### config.mk
export PLATFORM = sky130hd
export DESIGN_NAME = demux1to4_stream_flat
export DESIGN_NICKNAME = d
export VERILOG_FILES = /design/src/rtl/demux1to4_stream_pkg.sv /design/src/rtl/demux1to4_stream_if.sv /design/src/rtl/demux1to4_stream_slot.sv /design/src/rtl/demux1to4_stream.sv /design/src/flat_wrapper.sv
export SDC_FILE = /design/constraint.sdc
export NUM_CORES = 1
export LEC_CHECK = 0
export ABC_AREA = 1
export CAP_MARGIN = 10
export CORE_MARGIN = 4
export CORE_UTILIZATION = 60
export DETAILED_ROUTE_END_ITERATION = 8
export DONT_BUFFER_PORTS = 1
export GPL_TIMING_DRIVEN = 0
export PLACE_DENSITY_LB_ADDON = 0.08
export RECOVER_POWER = 25
export SYNTH_ARGS = -nofsm -noshare
export SYNTH_HDL_FRONTEND = slang
export SYNTH_HIERARCHICAL = 1
export SYNTH_SLANG_ARGS = --single-unit
### constraint.sdc
create_clock -name clk -period 2.38 [get_ports clk]
set_input_delay 0.714 -clock clk [delete_from_list [all_inputs] [get_ports clk]]
set_output_delay 0.714 -clock clk [all_outputs]
set_load 0.02 [all_outputs]
### src/rtl/demux1to4_stream_pkg.sv
// Shared types and constants for the 1-to-4 stream demultiplexer.
package demux_pkg;

  localparam int DEF_WIDTH = 4;
  localparam int DEF_LEN_W = 4;
  localparam int NUM_CH    = 4;

  typedef enum logic {
    IDLE  = 1'b0,
    BURST = 1'b1
  } state_t;

  localparam logic [1:0] S0 = 2'b00;
  localparam logic [1:0] S1 = 2'b01;
  localparam logic [1:0] S2 = 2'b10;
  localparam logic [1:0] S3 = 2'b11;

  // One-hot channel decode of a select code.
  function automatic logic [NUM_CH-1:0] chan_onehot(input logic [1:0] sel);
    logic [NUM_CH-1:0] oh;
    oh = '0;
    case (sel)
      S0: oh = 4'b0001;
      S1: oh = 4'b0010;
      S2: oh = 4'b0100;
      S3: oh = 4'b1000;
      default: oh = '0;
    endcase
    return oh;
  endfunction

endpackage

### src/rtl/demux1to4_stream_if.sv
// Handshake/data bundle between the producer, the demux and four consumers.
interface demux1to4_stream_if #(
  parameter int WIDTH = 4,
  parameter int LEN_W = 4
);
  logic [WIDTH-1:0] Data_in;
  logic [1:0]       Sel;
  logic [LEN_W-1:0] Burst_len;
  logic             In_valid;
  logic             In_ready;
  logic [WIDTH-1:0] O0;
  logic [WIDTH-1:0] O1;
  logic [WIDTH-1:0] O2;
  logic [WIDTH-1:0] O3;
  logic [3:0]       Out_valid;
  logic [3:0]       Out_ready;
  logic             Busy;

  // Producer/consumer side.
  modport master (
    output Data_in, Sel, Burst_len, In_valid, Out_ready,
    input  In_ready, O0, O1, O2, O3, Out_valid, Busy
  );

  // Demux side.
  modport slave (
    input  Data_in, Sel, Burst_len, In_valid, Out_ready,
    output In_ready, O0, O1, O2, O3, Out_valid, Busy
  );
endinterface

### src/rtl/demux1to4_stream_slot.sv
// One-entry output slot: data register plus full flag with valid/ready.
module demux_slot #(
  parameter int WIDTH = 4
) (
  input  logic             clk,
  input  logic             rst,
  input  logic             wr_en,
  input  logic [WIDTH-1:0] wr_data,
  output logic             full,
  output logic [WIDTH-1:0] rd_data,
  input  logic             rd_ready
);

  logic             full_q, full_d;
  logic [WIDTH-1:0] data_q, data_d;

  // Drain clears, write sets; a write in the same cycle as a drain wins,
  // so a streaming channel never inserts a bubble.
  always_comb begin
    full_d = full_q;
    data_d = data_q;
    if (full_q && rd_ready) full_d = 1'b0;
    if (wr_en) begin
      full_d = 1'b1;
      data_d = wr_data;
    end
  end

  // Slot state register; reset discards any held word.
  always_ff @(posedge clk) begin
    if (rst) begin
      full_q <= 1'b0;
      data_q <= '0;
    end else begin
      full_q <= full_d;
      data_q <= data_d;
    end
  end

  assign full    = full_q;
  assign rd_data = data_q;

endmodule

### src/rtl/demux1to4_stream.sv
// 1-to-4 stream demux: routes each accepted word to the selected channel
// slot, with an optional burst mode that locks the channel for N+1 beats.
module demux1to4_stream
  import demux_pkg::*;
#(
  parameter int WIDTH = DEF_WIDTH,
  parameter int LEN_W = DEF_LEN_W
) (
  input  logic                clk,
  input  logic                rst,
  demux1to4_stream_if.slave   bus
);

  state_t                         state_q, state_d;
  logic [1:0]                     sel_q, sel_d;
  logic [LEN_W-1:0]               rem_q, rem_d;
  logic                           busy_q;
  logic [1:0]                     tgt;
  logic                           accept;
  logic [NUM_CH-1:0]              full;
  logic [NUM_CH-1:0]              wr_en;
  logic [NUM_CH-1:0][WIDTH-1:0]   rd_data;

  // Target is the live select between bursts, the locked one inside a burst.
  assign tgt    = (state_q == BURST) ? sel_q : bus.Sel;
  assign bus.In_ready = ~full[tgt] | bus.Out_ready[tgt];
  assign accept = bus.In_valid & bus.In_ready;
  assign wr_en  = accept ? chan_onehot(tgt) : '0;

  // Burst control: latch channel and length on the first beat, count down
  // remaining beats; rem is only decremented while >= 1.
  always_comb begin
    state_d = state_q;
    sel_d   = sel_q;
    rem_d   = rem_q;
    case (state_q)
      IDLE: begin
        if (accept) begin
          sel_d = bus.Sel;
          rem_d = bus.Burst_len;
          if (bus.Burst_len != '0) state_d = BURST;
        end
      end
      BURST: begin
        if (accept) begin
          rem_d = rem_q - LEN_W'(1);
          if (rem_q == LEN_W'(1)) state_d = IDLE;
        end
      end
      default: state_d = IDLE;
    endcase
  end

  // FSM and burst bookkeeping registers; Busy is registered off next state.
  always_ff @(posedge clk) begin
    if (rst) begin
      state_q <= IDLE;
      sel_q   <= S0;
      rem_q   <= '0;
      busy_q  <= 1'b0;
    end else begin
      state_q <= state_d;
      sel_q   <= sel_d;
      rem_q   <= rem_d;
      busy_q  <= (state_d == BURST);
    end
  end

  for (genvar n = 0; n < NUM_CH; n++) begin : g_slot
    demux_slot #(.WIDTH(WIDTH)) u_slot (
      .clk      (clk),
      .rst      (rst),
      .wr_en    (wr_en[n]),
      .wr_data  (bus.Data_in),
      .full     (full[n]),
      .rd_data  (rd_data[n]),
      .rd_ready (bus.Out_ready[n])
    );
  end

  assign bus.O0        = rd_data[0];
  assign bus.O1        = rd_data[1];
  assign bus.O2        = rd_data[2];
  assign bus.O3        = rd_data[3];
  assign bus.Out_valid = full;
  assign bus.Busy      = busy_q;

endmodule

### src/flat_wrapper.sv
// flat-port wrapper written by rule: the top's interface ports become plain ports
module demux1to4_stream_flat import demux_pkg::*;
#(
  parameter int WIDTH = DEF_WIDTH,
  parameter int LEN_W = DEF_LEN_W
)
  (clk, rst, bus_Data_in, bus_Sel, bus_Burst_len, bus_In_valid, bus_Out_ready, bus_In_ready, bus_O0, bus_O1, bus_O2, bus_O3, bus_Out_valid, bus_Busy);
  demux1to4_stream_if #(.WIDTH(WIDTH), .LEN_W(LEN_W)) bus_i ();
  input  logic clk;
  input  logic rst;
  input wire logic [$bits(bus_i.Data_in)-1:0] bus_Data_in;
  input wire logic [$bits(bus_i.Sel)-1:0] bus_Sel;
  input wire logic [$bits(bus_i.Burst_len)-1:0] bus_Burst_len;
  input wire logic [$bits(bus_i.In_valid)-1:0] bus_In_valid;
  input wire logic [$bits(bus_i.Out_ready)-1:0] bus_Out_ready;
  output wire logic [$bits(bus_i.In_ready)-1:0] bus_In_ready;
  output wire logic [$bits(bus_i.O0)-1:0] bus_O0;
  output wire logic [$bits(bus_i.O1)-1:0] bus_O1;
  output wire logic [$bits(bus_i.O2)-1:0] bus_O2;
  output wire logic [$bits(bus_i.O3)-1:0] bus_O3;
  output wire logic [$bits(bus_i.Out_valid)-1:0] bus_Out_valid;
  output wire logic [$bits(bus_i.Busy)-1:0] bus_Busy;
  assign bus_i.Data_in = bus_Data_in;
  assign bus_i.Sel = bus_Sel;
  assign bus_i.Burst_len = bus_Burst_len;
  assign bus_i.In_valid = bus_In_valid;
  assign bus_i.Out_ready = bus_Out_ready;
  assign bus_In_ready = bus_i.In_ready;
  assign bus_O0 = bus_i.O0;
  assign bus_O1 = bus_i.O1;
  assign bus_O2 = bus_i.O2;
  assign bus_O3 = bus_i.O3;
  assign bus_Out_valid = bus_i.Out_valid;
  assign bus_Busy = bus_i.Busy;
  demux1to4_stream #(.WIDTH(WIDTH), .LEN_W(LEN_W)) u_core (.clk(clk), .rst(rst), .bus(bus_i));
endmodule
* Word-level counts from Yosys, hierarchy flattened
Cells that the tools add are included.
Cells by class: add/sub/neg operators 1, $mul 0, divide/modulo/power cells 0, magnitude comparators 1, equality and inequality tests 6, shift-type cells 0, mux-type cells 23, bitwise gates (word level) 4, reduce and logical (&&, ||, !) cells 12
Operator list (number):
- 4-bit one-hot mux with 4 select lines | 1
- 1-bit two-way mux | 14
- 4-bit two-way mux | 3
- 4-bit one-hot mux with 2 select lines | 1
- 2-bit nonzero test | 4
- 1-bit binary-select mux with 2-bit select | 2
- 2-bit equality test (second input constant) | 2
- 4-bit by 1-bit equality test with 1-bit output (second input constant) | 1
- 1-bit logical AND | 4
- 2-bit AND reduction | 2
- 4-bit nonzero test | 1
- 4-bit by 1-bit subtractor with 4-bit output (second input constant) | 1
- 2-bit by 3-bit < comparator with 1-bit output (second input constant) | 1
- 2-bit by 1-bit equality test with 1-bit output (second input constant) | 1
- 2-bit logical NOT | 1
- 2-bit two-way mux | 1
- 2-bit by 1-bit inequality test with 1-bit output (second input constant) | 1
- 2-bit inequality test (second input constant) | 1
- 1-bit NOT | 2
- 1-bit one-hot mux with 2 select lines | 1
- 1-bit AND | 1
- 1-bit bitwise OR | 1
Word-level totals: flip-flop bits (word level) 27, bits in latches 0, RAM bits 0, ROM bits 0, bits of input ports 17, output and inout bits 22, memories 0

* Longest topological paths before layout
Gate-level depths: netlist of run 1.
word-level depth 8, mapped depth 13, mapped depth without buffers 13

* Cells and area by module
The synthesis of run 1 kept the hierarchy.
By module, submodules not included:
- demux_slot | instances 4, cells each 22, area each 173.9 um^2, seq. area each 100.1 um^2
- demux1to4_stream | instances 1, cells each 96, area each 605.6 um^2, seq. area each 140.1 um^2

* Worst setup path before layout of run 1
No wires, ideal clock.
kind input-to-reg, start input port bus_Sel[0], end register u_core.g_slot[0].u_slot.data_q[0], arrival 1877 ps, required time 2264 ps, path slack 387 ps, stages on the path 12, buffers on the path 0, path through inv_1 -> nand2_2 -> nand2_4 -> nand3_1 -> nand2_1 -> nor2_4 -> nand2_4 -> nand2_4 -> nor3_1 -> inv_2 -> nor2_1 -> nor2_1
On the way: cells in the longest elaborated chain, start to end 7, elaborated cells between the ends (all ways) 14
Ends and longest elaborated chain:
- start, declared | RTL line flat_wrapper.sv:12 | input wire logic [$bits(bus_i.Sel)-1:0] bus_Sel;
- 2-bit two-way mux * | RTL line demux1to4_stream.sv:25 | assign tgt = (state_q == BURST) ? sel_q : bus.Sel;
- 1-bit binary-select mux with 2-bit select | RTL line demux1to4_stream.sv:26 | assign bus.In_ready = ~full[tgt] | bus.Out_ready[tgt];
- 1-bit two-way mux (not written as such) | RTL line demux1to4_stream.sv:26
- 1-bit NOT | RTL line demux1to4_stream.sv:26
- 1-bit bitwise OR * | RTL line demux1to4_stream.sv:26
- named net bus_In_ready | RTL line flat_wrapper.sv:16 | output wire logic [$bits(bus_i.In_ready)-1:0] bus_In_ready;
- 1-bit AND * | RTL line demux1to4_stream.sv:27 | assign accept = bus.In_valid & bus.In_ready;
- 4-bit two-way mux * | RTL line demux1to4_stream.sv:28 | assign wr_en = accept ? chan_onehot(tgt) : '0;
- named net u_core.wr_en[0] | RTL line demux1to4_stream.sv:21 | logic [NUM_CH-1:0] wr_en;
- end signal, assigned | RTL line demux1to4_stream_slot.sv:36 | data_q <= data_d;
- end, declared | RTL line demux1to4_stream_slot.sv:15 | logic [WIDTH-1:0] data_q, data_d;
The timed path passes the listed nets; every way through them passes the cells marked *. The select of a mux whose other input is x is not followed. A chain may end at the register's enable or synchronous reset.

==> results of run 1 <==
## worst max-delay path: stages (launching register included)
cell,delay (ps)
dfxtp_2,480
inv_2,130
nand2_1,100
nand2_2,90
nand3_1,80
nand2_1,80
nor2_4,100
nand2_4,100
## report_power, final
part	internal, mW	switching (mW)
clock	0.0642	0.134
combinational	0.0692	0.120
sequential	0.497	0.0734
total	0.630	0.328
## flip-flops by register name (all words and copies together) (netlist names)
register,cells
u_core/g_slot.u_slot/full,4
u_core/g_slot.u_slot/rd_data,16
u_core/bus.Busy,1
u_core/sel_q,2
u_core/rem_q,4
## per-stage QoR
stage / power, mW / cells / util / hold slack [ps] / cell area, sq um
2_1_floorplan: 0.730 / 184 / - / 453 / 1300
3_3_place_gp: 0.760 / 211 / 0.667 / 471 / 1340
3_5_place_dp: 0.768 / 211 / 0.667 / 476 / 1340
4_1_cts: 0.972 / 215 / 0.683 / 407 / 1370
5_1_grt: 1.03 / 215 / 0.683 / 389 / 1370
6_report: 0.958 / 215 / 0.683 / 425 / 1370
## area by class of cell
| type | instances | area, sq um |
|---|---|---|
| clock inverters | 1 | 7.51 |
| well taps | 27 | 33.8 |
| flip-flops and latches | 27 | 542 |
| clock buffers | 3 | 22.5 |
| multi-input cells | 134 | 662 |
| fillers | 178 | 636 |
| inverters | 22 | 85.1 |
| plain buffers | 1 | 13.8 |
## cell usage in the layout, fill, tap and decap left out, types with 2 or more instances in the layout
cell type,count
clkbuf_4,3
inv_1,16
nand2_4,4
dfxtp_1,26
inv_2,5
nand3_1,5
nand2_2,7
a21oi_2,4
ha_1,2
nand4_1,2
nor3_1,5
nand2_1,29
nor2_1,46
o21ai_0,22
a21oi_1,3
## worst paths after layout
kind | startpoint | depth (start not counted) | endpoint
setup / recovery | u_core/bus.Busy | 7 | bus_In_ready
setup reg to reg | u_core/bus.Busy | 13 | u_core/g_slot[3].u_slot/rd_data[2]
hold / removal | rst | 1 | u_core/g_slot[0].u_slot/full
hold reg to reg | u_core/rem_q[1] | 2 | u_core/rem_q[1]
## routing by layer
metal	up-vias	share of wire	GRT usage	routed length (microns)
li1	588	-	-	-
met5	-	0	0	0
met2	26	0.48	0.335	1340
met4	0	0.0057	0.116	16
met1	505	0.43	0.260	1210
met3	2	0.084	0.0518	235
## cells by family (layout without fill, tap and decap cells)
family / Yosys count / count (layout) / synth area share
flops: 27 / 27 / 0.415
fa+ha+maj: 2 / 2 / 0.0192
xor+xnor: 1 / 1 / 0.00673
compound gates: 29 / 29 / 0.123
simple gates: 102 / 102 / 0.360
buf+inv: 23 / 27 / 0.0760
==> metrics.txt, run 1 <==
Max-cap violations 0; Final Hold Viols 0; Worst EP arrival 1480 ps; Crit path required time 1670 ps; status complete, no violations; CTS Hold Bufs 0; clk sinks 27; Post-Syn Instances 184; die extent in y 54.6 microns; Hold Path Class in -> reg; CP endpoint kind output port; vias in the first global route 1042; Setup WS post-layout 182 ps; Area contributors post-synth dfxtp_1 (42%), nor2_1 (13%), o21ai_0 (8.5%), nand2_1 (8.4%), inv_1 (4.6%); initial antenna violation count 0; Root Driver clkbuf_4; R2R Setup Slk 280 ps; cell with the most instances after synthesis nor2_1; TritonCTS clock tree done; # Post-CTS Setup Buffers 0; H-tree depth 1; Vias/cell 5.21; Worst-path clk slew 150 ps; Worst Tran Pin Value 561 ps; Inserted Clock Buffers 3; DR iter-0 viols 17; num ports 39; Setup TNS 0 ps; RSZ-0062 raised after global routing false; period utilization 0.924; sequential area share after synthesis 0.415; ys async rst share 0; Peak Freq 455 MHz; pwr dens 701 mW/mm^2; # DRC 0; share of post-route cells with drive strength above 1 0.154; most frequent cells after synthesis nor2_1 (46), nand2_1 (29), dfxtp_1 (27); Rel. slew slack 0.623; gr usage total 0.211; vias 1121; # diodes 0; die width 54.6 microns; WL per Instance 13.0 microns; crit path kind reg -> out; Initial Utilization 0.650; synthesized area 0.00130 sq mm; Post-synth EDFFs 0; final wirelength 2.80 mm; CP Max Fanout 7; Final nets 208; min Tclk post-route 2200 ps; Syn Nets 203; area leader, netlist dfxtp_1; top_reg_cell synth dfxtp_1; Pre-antenna DRT Iters 4; Core ar. 0.00200 sq mm; Final Max Tran Viols 0; gr ovfl total 0; Routed Antenna Nets 0; CTS resizes 1; Final Setup Violations 0; Final Skew 6.75 ps; largest net degree at the start of global routing 17; gpl congestion 0.850; Layout Area Growth over Synthesis 5.00%; DP HPWL 2.16 mm; Synth top area share 0.415; global-route wire length before repair 4.44 mm; Bufs on Longest Clock Path 2; Die Area 0.00298 sq mm; pre-CTS setup slack 131 ps; VDD IR max 0.521 mV; synth warn 6; Lkg Pwr 0.644 nW; PortBufs 0; Worst-Skew Late Latency 320 ps; syn avg cell area 7.07 sq um; Std-Cell Rows 16; Distinct cells, synth 21; #FFs+latches synth 27; Worst Setup Start Kind flip-flop
No activity file was read; power rests on OpenSTA's default activity.
==> run 2, diff against run 1 <==
Settings changed: REMOVE_ABC_BUFFERS set to 1.
==> metrics.txt, run 2 (same netlist as run 1, synthesis figures left out) <==
Worst Tran Pin Value 519 ps (-41.6 ps); Largest register FFs 16 (unchanged); Std-Cell Rows 16 (unchanged); die extent in y 54.6 microns (unchanged); PortBufs 0 (unchanged); # DRC 0 (unchanged); die width 54.6 microns (unchanged); most used cell, CP nand2_1; Crit path required time 1670 ps (about the same); Final Skew 3.28 ps (-3.47 ps); gr ovfl total 0 (unchanged); # diodes 0 (unchanged); Final Max Tran Viols 0 (unchanged); CP endpoint bus_In_ready; VDD IR max 0.440 mV (-16%); Core ar. 0.00200 sq mm (unchanged); num ports 39 (unchanged); Hold Path Class in -> reg; crit path kind reg -> out; final wirelength 2.63 mm (-6.0%); status complete, no violations; critical path launch point u_core/bus.Busy; WL per Instance 12.3 microns (-5.6%); H-tree depth 1 (unchanged); Bufs on Longest Clock Path 2 (unchanged); FF-to-FF End u_core/g_slot[0].u_slot/rd_data[2]; most common cell after layout, fill and taps aside nor2_1; met2 WL 1.21 mm (-10%); largest net degree at the start of global routing 17 (unchanged); Vias/cell 5.16 (-0.97%); Layout Area Growth over Synthesis 4.52%; Setup WS post-layout 158 ps (-24.1 ps); Routed Antenna Nets 0 (unchanged); Pre-antenna DRT Iters 5 (+1); CP max stage cell dfxtp_2; CP Max Fanout 15 (+8); routed wl met3 230 microns (-2.1%); Worst path max stage delay 500 ps (+20 ps); gr usage total 0.191 (-0.0203); CP endpoint kind output port; global-route wire length before repair 4.19 mm (-5.7%); Worst path top cell family by delay simple AND/OR/NAND/NOR gates; WP buf/inv 1 (unchanged); Die Area 0.00298 sq mm (unchanged); crit path cell chain inv_4 > nand2_1 > nand2_2 > nand3_1 > nand2_1 > nor2_4 > nand2_4; initial antenna violation count 0 (unchanged); pwr dens 700 mW/mm^2 (-0.15%); Met1 Routed Length 1.19 mm (-1.7%); Worst Setup Start Kind flip-flop; Setup TNS 0 ps (unchanged); vias 1105 (-1.4%); Worst-path clk slew 150 ps (about the same); Final nets 207 (-0.48%); R2R Setup Slk 270 ps (about the same); pre-CTS setup slack 65.8 ps (-65.7 ps); DR iter-0 viols 27 (+10); uppermost layer routed met4; Worst-Skew Late Latency 320 ps (about the same); Final Setup Violations 0 (unchanged); WHS 434 ps (+8.35 ps); Final Hold Viols 0 (unchanged); Peak Freq 450 MHz (-1.1%); Reg2Reg Depth 13 (unchanged); worst flop-to-flop path startpoint u_core/bus.Busy; Worst EP arrival 1510 ps (+30 ps); Lkg Pwr 0.639 nW (-0.87%); # Post-CTS Setup Buffers 0 (unchanged); DP HPWL 2.07 mm (-4.4%); vias in the first global route 1002 (-3.8%); min Tclk post-route 2220 ps (+24.1 ps); Inserted Clock Buffers 3 (unchanged); gpl congestion 0.845 (-0.59%); RSZ-0062 raised after global routing false; Rel. slew slack 0.651 (+0.0279); most frequent cells in the layout nor2_1 (46), nand2_1 (29), dfxtp_1 (26); period utilization 0.934 (+0.0101); Root Driver clkbuf_4; clk sinks 27 (unchanged); Crit path depth 7 (unchanged); Initial Utilization 0.650 (unchanged); Max-cap violations 0 (unchanged); TritonCTS clock tree done; share of post-route cells with drive strength above 1 0.155 (+0.000825)
[run 2: layer usage]
layer,vias to the layer above,GRT usage
met1,498,0.244
met3,2,0.0599
li1,583,-
met5,-,0
met4,0,0.0539
met2,22,0.307
[run 2: layout make-up]
cell class / instances / area, sq um
well taps: 27 / 33.8
clock buffers: 3 / 22.5
inverters: 22 / 87.6
fillers: 188 / 642
clock inverters: 1 / 7.51
multi-input cells: 134 / 667
flip-flops and latches: 27 / 542
[run 2: worst min-delay path by stage]
stage | end | cells after the start | slack (ps) | from
global placement | u_core/rem_q[1] | 2 | 470 | u_core/rem_q[1]
finish | u_core/g_slot[0].u_slot/full | 1 | 430 | rst
global route | u_core/g_slot[1].u_slot/full | 1 | 390 | rst
detailed placement | u_core/rem_q[1] | 2 | 480 | u_core/rem_q[1]
CTS | u_core/g_slot[1].u_slot/full | 1 | 420 | rst
floorplan | u_core/rem_q[1] | 2 | 450 | u_core/rem_q[1]
[run 2: repair_timing]
item,CTS,global route
endpoints found under the setup margin,1,9
gates resized for setup,1,3
hold buffers,0,0
[run 2: power breakdown]
part	switching (mW)	internal (mW)
combinational	0.119	0.0659
clock	0.133	0.0641
sequential	0.0740	0.497
total	0.326	0.627
[run 2: worst reg2reg max path: stages, from the launching register on]
cell and delay [ps]:
dfxtp_2 500, inv_4 130, nand2_2 110, nand2_4 70, nand2_1 60, nand2_1 50, nand2_1 50, nand2_1 80
nand2_4 140, nand2_4 110, nor3_1 420, inv_2 140, nor2_1 120, nor2_1 50
[run 2: through the flow]
stage                     power, mW  area (sq um)  std cells  utilization
after global placement        0.754          1320        210        0.660
after floorplan               0.725          1290        183            -
after detailed placement      0.762          1320        210        0.660
after global routing           1.02          1360        214        0.679
final                         0.952          1360        214        0.679
after CTS                     0.958          1350        214        0.676
==> run 3, diff against run 2 <==
Settings changed: CTS_BUF_LIST set to sky130_fd_sc_hd__clkbuf_4 sky130_fd_sc_hd__clkbuf_8.
==> results of run 3 <==
Same layout as run 2: the final DEF is identical, and so are final timing and power.
